**config.mk**
```make
export PLATFORM = sky130hd
export DESIGN_NAME = crc_stream_engine
export DESIGN_NICKNAME = d
export VERILOG_FILES = /design/src/rtl/crc_pkg.sv /design/src/rtl/crc_lfsr.sv /design/src/rtl/crc_stream_engine.sv
export SDC_FILE = /design/constraint.sdc
export NUM_CORES = 1
export LEC_CHECK = 0
export CORE_MARGIN = 2
export CORE_UTILIZATION = 32
export DETAILED_ROUTE_END_ITERATION = 8
export PLACE_DENSITY = 0.68
export SETUP_SLACK_MARGIN = 0.5
export SYNTH_ARGS = -nofsm -noshare
export SYNTH_HDL_FRONTEND = slang
export SYNTH_SLANG_ARGS = --single-unit
```
**constraint.sdc**
```tcl
create_clock -name clock -period 1.32 [get_ports clock]
set_input_delay 0.264 -clock clock [delete_from_list [all_inputs] [get_ports clock]]
set_output_delay 0.264 -clock clock [all_outputs]
set_load 0.02 [all_outputs]
```
**src/rtl/crc_pkg.sv**
```systemverilog
// Shared types and helpers for the serial CRC engine: FSM state encoding,
// the CAN CRC-15 generator and the single-bit CRC update function.
package crc_pkg;

  typedef enum logic [1:0] {
    IDLE,
    ACCUM,
    SHIFT
  } crc_state_t;

  localparam logic [14:0] CAN_CRC15_POLY = 15'h4599;

  // One serial CRC step on a register of 'width' bits (2..32), carried in 32 bits.
  function automatic logic [31:0] crc_next(
    input logic [31:0] crc,
    input logic        din,
    input logic [31:0] poly,
    input int unsigned width
  );
    logic [31:0] mask;
    logic [31:0] msb_vec;
    logic        fb;
    mask    = (width >= 32) ? 32'hFFFF_FFFF : ((32'd1 << width) - 32'd1);
    msb_vec = crc >> (width - 1);
    fb      = din ^ msb_vec[0];
    return ((crc << 1) ^ (fb ? poly : 32'd0)) & mask;
  endfunction

endpackage

```
**src/rtl/crc_lfsr.sv**
```systemverilog
// WIDTH-bit CRC register: async reset, synchronous clear to INIT, CRC update
// or plain shift (for transmit), plus the zero detect used as crc_ok.
module crc_lfsr
  import crc_pkg::*;
#(
  parameter int               WIDTH = 15,
  parameter logic [WIDTH-1:0] POLY  = WIDTH'(CAN_CRC15_POLY),
  parameter logic [WIDTH-1:0] INIT  = '0
) (
  input  logic             clock,
  input  logic             reset,
  input  logic             clear,
  input  logic             update_en,
  input  logic             shift_en,
  input  logic             bitin,
  output logic [WIDTH-1:0] crc_reg,
  output logic             crc_ok
);

  // Shift-out has priority over update; the top never asserts both.
  always_ff @(posedge clock or posedge reset) begin
    if (reset) begin
      crc_reg <= INIT;
    end else if (clear) begin
      crc_reg <= INIT;
    end else if (shift_en) begin
      crc_reg <= {crc_reg[WIDTH-2:0], 1'b0};
    end else if (update_en) begin
      crc_reg <= WIDTH'(crc_next(32'(crc_reg), bitin, 32'(POLY), WIDTH));
    end
  end

  assign crc_ok = (crc_reg == '0);

endmodule

```
**src/rtl/crc_stream_engine.sv**
```systemverilog
// Serial CRC engine for both CAN directions: checks receive bits or generates
// and shifts out the transmit CRC. Shift-out exists only with CRC_SHIFTOUT_EN.
module crc_stream_engine
  import crc_pkg::*;
#(
  parameter int               WIDTH = 15,
  parameter logic [WIDTH-1:0] POLY  = WIDTH'(CAN_CRC15_POLY),
  parameter logic [WIDTH-1:0] INIT  = '0
) (
  input  logic             clock,
  input  logic             reset,
  input  logic             clear,
  input  logic             activ,
  input  logic             bitin,
  input  logic             start_tx,
  output logic [WIDTH-1:0] crc_reg,
  output logic             crc_ok,
  output logic             crc_bit,
  output logic             tx_busy,
  output logic             tx_done
);

  localparam int CNT_W = $clog2(WIDTH + 1);

  crc_state_t state;
  crc_state_t state_next;
  logic       activ_q;
  logic       step;
  logic       start_go;
  logic       update_en;
  logic       shift_en;
  logic       last_shift;

  // A strobe held high for many cycles still yields a single step.
  always_ff @(posedge clock or posedge reset) begin
    if (reset) activ_q <= 1'b0;
    else       activ_q <= activ;
  end

  assign step = activ & ~activ_q;

  always_ff @(posedge clock or posedge reset) begin
    if (reset) state <= IDLE;
    else       state <= state_next;
  end

  always_comb begin
    state_next = state;
    if (clear) begin
      state_next = IDLE;
    end else begin
      case (state)
        IDLE:    if (step) state_next = ACCUM;
        ACCUM:   if (start_go) state_next = SHIFT;
        SHIFT:   if (last_shift) state_next = IDLE;
        default: state_next = IDLE;
      endcase
    end
  end

  // A step coinciding with start_tx is swallowed rather than accumulated.
  always_comb begin
    update_en = 1'b0;
    shift_en  = 1'b0;
    if (!clear && step) begin
      if (state == IDLE || (state == ACCUM && !start_go)) update_en = 1'b1;
      if (state == SHIFT) shift_en = 1'b1;
    end
  end

`ifdef CRC_SHIFTOUT_EN
  logic [CNT_W-1:0] bit_cnt;

  assign start_go   = (state == ACCUM) && start_tx;
  assign last_shift = shift_en && (bit_cnt == CNT_W'(1));

  always_ff @(posedge clock or posedge reset) begin
    if (reset) begin
      bit_cnt <= '0;
    end else if (clear) begin
      bit_cnt <= '0;
    end else if (start_go) begin
      bit_cnt <= CNT_W'(WIDTH);
    end else if (shift_en && bit_cnt != '0) begin
      bit_cnt <= bit_cnt - CNT_W'(1);
    end
  end

  always_ff @(posedge clock or posedge reset) begin
    if (reset) tx_done <= 1'b0;
    else       tx_done <= last_shift;
  end

  assign tx_busy = (state == SHIFT);
  assign crc_bit = crc_reg[WIDTH-1];
`else
  logic unused_start_tx;

  assign unused_start_tx = start_tx;
  assign start_go        = 1'b0;
  assign last_shift      = 1'b0;
  assign tx_done         = 1'b0;
  assign tx_busy         = 1'b0;
  assign crc_bit         = 1'b0;
`endif

  crc_lfsr #(
    .WIDTH (WIDTH),
    .POLY  (POLY),
    .INIT  (INIT)
  ) u_lfsr (
    .clock     (clock),
    .reset     (reset),
    .clear     (clear),
    .update_en (update_en),
    .shift_en  (shift_en),
    .bitin     (bitin),
    .crc_reg   (crc_reg),
    .crc_ok    (crc_ok)
  );

endmodule

```
==> metrics.cfg, run 1 <==
[run_status]
run_status=complete, but fails checks
violations=setup timing

[sta]
fmax_mhz=607
hold_viol_final=0
fin_crit_sh_pct=125
worst_slack_ns=-0.328
setup_viol=8
fin_crit_ns=1.65
holdWs_ns=0.279
final_max_slew_viol_count=0
rsz0062_at_grt=true
skew_ns=0.00338

[detailed_routing]
viasPerCell=4.74
wire_per_inst_um=15.1
dr.pass1.iters=2
post-route-drc-count=0
vias=597
totalWireLength_um=1900
drtIter0Drc=3
ant_nets=0

[synthesis]
synth.area.top_cells=dfrtp_1 56%, a22o_1 11%, a22o_2 8.4%
yosys.area.top_type=dfrtp_1
synth-simple-area-share_pct=6.29
synthMuxAreaShare_pct=0
synthDistinctLibCells=14
syn_area_um2=716
ys_seq_area_share_pct=55.9
syn_area_per_cell_um2=13.5
netlist_instances=53
synth_xor_area_share_pct=11.2
synth_top_area_share_pct=55.9
ys_warn_count=0
synth-compound-area-share_pct=20.1
synthAdderAreaFrac_pct=0
ys_ff_latch=16
synth_top_family_by_area=compound AO/OA/AOI/OAI gates

[power_and_ir_drop]
p_leak_nw=0.649
vdd_drop_max_mv=0.628
powerDensity_nw_per_um2=884
p_total_mw=1.17

[clock_tree]
clk_pin_slew_worst_paths_ns=0.10
tritoncts=built
htree_levels=1
numCtsBuffers=3
clock_sink_count=16
clk-insertion-delay-late_ns=0.28
cts-root-buf=clkbuf_4
clockBufferDepth=2

[grt]
grt_pass1_wl_um=3090
grt_pass1_vias=612
grt_overflow=0
grt_usage_pct=15.9
antenna_found_initial=0
grt_max_degree=17

[worst_setup_path]
endpoint_kind=output port
cp.required_ns=1.06
start_kind=flip-flop
criticalPathCategory=reg2out
worstPathMaxFanout=2
slowest_delay_ns=0.43
crit_chain=nor4_4 > and4_4 > buf_6
crit_arrival_ns=1.38
slowest_stage=dfrtp_1

[finish]
diodes=0
largest_reg_flops=15
area.growth.synth_to_final_pct=85.3
fillers=183
utilization_pct=61.1
finalNetCount=105
layout-drive-gt1-share_pct=66.3

[placed_design]
place_congestion=0.725
portBuffers=20
dp_hpwl_um=1150

[floorplan]
start_util_pct=33.0
core-area_um2=2170
pin_count=25
die_x_um=51.3
rows=17
dieArea_um2=2630
die_h_um=51.3

[hold_path]
hold_class=in2async

[run]
maxCapViolations=0

-- layer usage --
metal | global-route usage [%] | vias to the layer above | share of wire, %
met2 | 26.6 | 13 | 53
li1 | - | 285 | -
met3 | 3.22 | 0 | 4.1
met1 | 21.5 | 299 | 43
met5 | 0 | - | 0
met4 | 2.63 | 0 | 0
-- power by group --
part / internal, mW / switching [mW]
clock network: 0.168 / 0.156
registers: 0.509 / 0.0195
logic: 0.179 / 0.141
-- critical path: cells and delay by family (launching register included) --
| kind | cells | cell delay, ns |
|---|---|---|
| DFF | 1 | 0.43 |
| and+or+nand+nor | 2 | 0.56 |
| buffers and inverters | 1 | 0.11 |
-- layout by cell type (no fill, tap or decap) --
cell type / instances
a21oi_4: 1
and4_4: 1
conb_1: 3
clkbuf_16: 1
a22o_1: 9
buf_12: 3
buf_4: 7
nor4_2: 1
nor4_4: 2
inv_2: 1
inv_1: 1
clkbuf_8: 1
clkdlybuf4s50_1: 2
a22o_2: 6
nor3b_4: 1
clkbuf_4: 3
nor3_1: 1
dfrtp_2: 7
dfrtp_1: 9
dlygate4sd2_1: 2
xor2_1: 6
buf_6: 29
xor2_4: 1
-- cells by family after synthesis --
group                     after synthesis
buffers and inverters                   7
AOI/OAI and AO/OA                      16
and+or+nand+nor                         6
other                                   1
xor gates and xnor gates                7
DFF                                    16
-- per-stage QoR --
stage,cells,worst slack [ns],TNS (ns),instance area [µm²]
2_1_floorplan,55,0.0502,0,761
3_3_place_gp,116,-0.497,-2.98,1110
3_5_place_dp,116,-0.503,-3.18,1110
4_1_cts,122,-0.333,-0.585,1280
5_1_grt,126,-0.397,-0.984,1330
6_report,126,-0.328,-0.596,1330
-- synth_stat cells (all sizes together) --
cell and count:
a21oi 1, a22o 15, and4 1, buf 5, conb 1, dfrtp 16
inv 2, nor3 1, nor3b 1, nor4 3, xor2 7
-- final cells by class --
cell class | instances | area (µm²) | area share, %
Tap cell | 28 | 35.0 | 2.64
Inverter | 2 | 7.51 | 0.566
Sequential cell | 16 | 409 | 30.8
Multi-Input combinational cell | 32 | 337 | 25.4
Timing Repair Buffer | 44 | 502 | 37.8
Clock buffer | 4 | 36.3 | 2.74
-- worst paths after layout --
path                                          from                 to  slack, ns  depth (start not counted)
worst max-delay path             u_lfsr.crc_reg[0]             crc_ok      -0.33                          3
worst min-delay path                         reset            activ_q       0.28                          3
worst max register to register  u_lfsr.crc_reg[14]  u_lfsr.crc_reg[8]      -0.05                          5
worst min register to register   u_lfsr.crc_reg[1]  u_lfsr.crc_reg[2]       0.62                          2
max in group asynchronous                    reset  u_lfsr.crc_reg[9]       0.85                          3
min in group clock                           activ            activ_q       0.31                          1
-- repair_timing --
item / CTS / global route
setup buffers: 2 / 3
endpoints found under the setup margin: 31 / 31
cloned: 0 / 1
hold buffers: 0 / 0
gates resized for setup: 117 / 0
pin swaps: 2 / 12
Note: power is estimated with default switching activity, not from simulation.
==> run 2, diff against run 1 <==
--- a/config.mk
+++ b/config.mk
@@ -6,9 +6,9 @@
 export NUM_CORES = 1
 export LEC_CHECK = 0
 export CORE_MARGIN = 2
-export CORE_UTILIZATION = 32
+export CORE_UTILIZATION = 30
 export DETAILED_ROUTE_END_ITERATION = 8
-export PLACE_DENSITY = 0.68
+export PLACE_DENSITY = 0.65
 export SETUP_SLACK_MARGIN = 0.5
 export SYNTH_ARGS = -nofsm -noshare
 export SYNTH_HDL_FRONTEND = slang
==> run 2 against run 1 <==
Compared with the run above:
- the flow still finishes with violations (setup timing)
- register-to-register slack improved by 0.03 ns
- worst setup slack got worse by 0.012 ns
- clock skew hardly changed
- non-clock buffer count grew 2
- utilization decreased by 1.4 points
- critical path depth unchanged
- cell count rose by 1.6%
- first-iteration DRC count is 100% higher
- combinational power is essentially flat
- highest routed layer unchanged
==> metrics.cfg, run 2 (synthesis results as in run 1) <==
[run_status]
run_status=complete, but fails checks
violations=setup timing

[worst_setup_path]
worstPathMaxFanout=2
crit_arrival_ns=1.40
endpoint_kind=output port
cp.required_ns=1.06
criticalPathCategory=reg2out
start_kind=flip-flop

[power_and_ir_drop]
powerDensity_nw_per_um2=882
vdd_drop_max_mv=0.559
p_leak_nw=0.651

[finish]
largest_reg_flops=15
layout.area.seq_um2=409
utilization_pct=59.7
finalInstanceArea_um2=1330
multi_input_comb_area_um2=318
area.growth.synth_to_final_pct=86.4
diodes=0
finalNetCount=107
layout-drive-gt1-share_pct=67.0
final_common_cell=buf_6
fillers=188
final_cell_mix=32 x buf_6, 9 x a22o_1, 9 x dfrtp_1

[clock_tree]
clock_sink_count=16
ctsHoldBuffers=0
clk_pin_slew_worst_paths_ns=0.10
numCtsBuffers=3
cts-root-buf=clkbuf_4
clockBufferDepth=2
tritoncts=built
clk-insertion-delay-late_ns=0.29
htree_levels=1

[sta]
fin_crit_sh_pct=126
fmax_mhz=602
skew_ns=0.00314
worst_slack_ns=-0.340
hold_viol_final=0
final_max_slew_viol_count=0
setup_viol=6
fin_crit_ns=1.66
rsz0062_at_grt=true

[grt]
grt_pass1_wl_um=3380
top_usage_layer=met2
met1_usage_pct=23.0
grt_pass1_vias=680
antenna_found_initial=0
grt_overflow=0
gr-usage-met3_pct=2.86
use_met2_pct=27.9
grt_usage_pct=17.1
grt_max_degree=17

[floorplan]
die_h_um=52.8
start_util_pct=32.0
core-area_um2=2230
die_x_um=52.8
pin_count=25
rows=17
dieArea_um2=2790

[placed_design]
portBuffers=20
post-place-ws_ns=-0.500
dpl_cell_area_um2=1110
place_congestion=0.712
dp_hpwl_um=1180

[hold_path]
hold_class=in2async

[detailed_routing]
drtIter0Drc=6
ant_nets=0
totalWireLength_um=1980
wire_per_inst_um=15.5
vias=619
viasPerCell=4.84
post-route-drc-count=0
dr.pass1.iters=3

[run]
maxCapViolations=0

## run 2: metal layers
| metal | vias to the layer above | wire [µm] |
|---|---|---|
| li1 | 285 | - |
| met1 | 317 | 904 |
| met2 | 17 | 993 |
| met3 | 0 | 80 |
| met4 | 0 | 0 |
| met5 | - | 0 |
## run 2: worst max-delay path: stages, from the launching register on
cell	delay (ns)
dfrtp_1	0.41
nor4_2	0.30
and4_2	0.28
buf_6	0.12
## run 2: cell type report
| type | count | share of cell area [%] |
|---|---|---|
| clock buffer | 4 | 2.72 |
| multi-input combinational | 32 | 23.8 |
| sequential | 16 | 30.7 |
| timing repair buffer | 46 | 39.6 |
| tap | 28 | 2.63 |
| inverter | 2 | 0.563 |
## run 2: where the power goes
| part | internal [mW] | switching, mW | total (mW) |
|---|---|---|---|
| clock network | 0.168 | 0.161 | 0.329 |
| registers | 0.509 | 0.0166 | 0.525 |
| logic | 0.178 | 0.145 | 0.322 |
| total | 0.854 | 0.322 | 1.18 |
## run 2: path summary, 6_finish.rpt
check | slack [ns] | depth (start not counted) | endpoint | startpoint
max reg2reg | -0.02 | 5 | u_lfsr.crc_reg[7] | u_lfsr.crc_reg[14]
max in group asynchronous | 0.84 | 3 | u_lfsr.crc_reg[7] | reset
min reg2reg | 0.62 | 2 | u_lfsr.crc_reg[2] | u_lfsr.crc_reg[1]
min in group clock | 0.31 | 1 | activ_q | activ
min | 0.28 | 3 | activ_q | reset
max | -0.34 | 3 | crc_ok | u_lfsr.crc_reg[12]
## run 2: through the flow
stage / cells / hold WS (ns) / total power, mW / setup TNS [ns]
after floorplan: 55 / 0.177 / 0.669 / 0
after global placement: 116 / 0.580 / 0.787 / -3.02
after detailed placement: 116 / 0.589 / 0.789 / -3.28
after CTS: 126 / 0.281 / 1.18 / -0.428
after global routing: 128 / 0.299 / 1.23 / -0.779
final: 128 / 0.277 / 1.18 / -0.395
## run 2: repair_timing
item	CTS	global route
cloned	1	0
endpoints found under the hold margin	0	0
buffers inserted	5	2
setup endpoints to repair	31	31
pin swaps	12	3
resized for setup	114	5
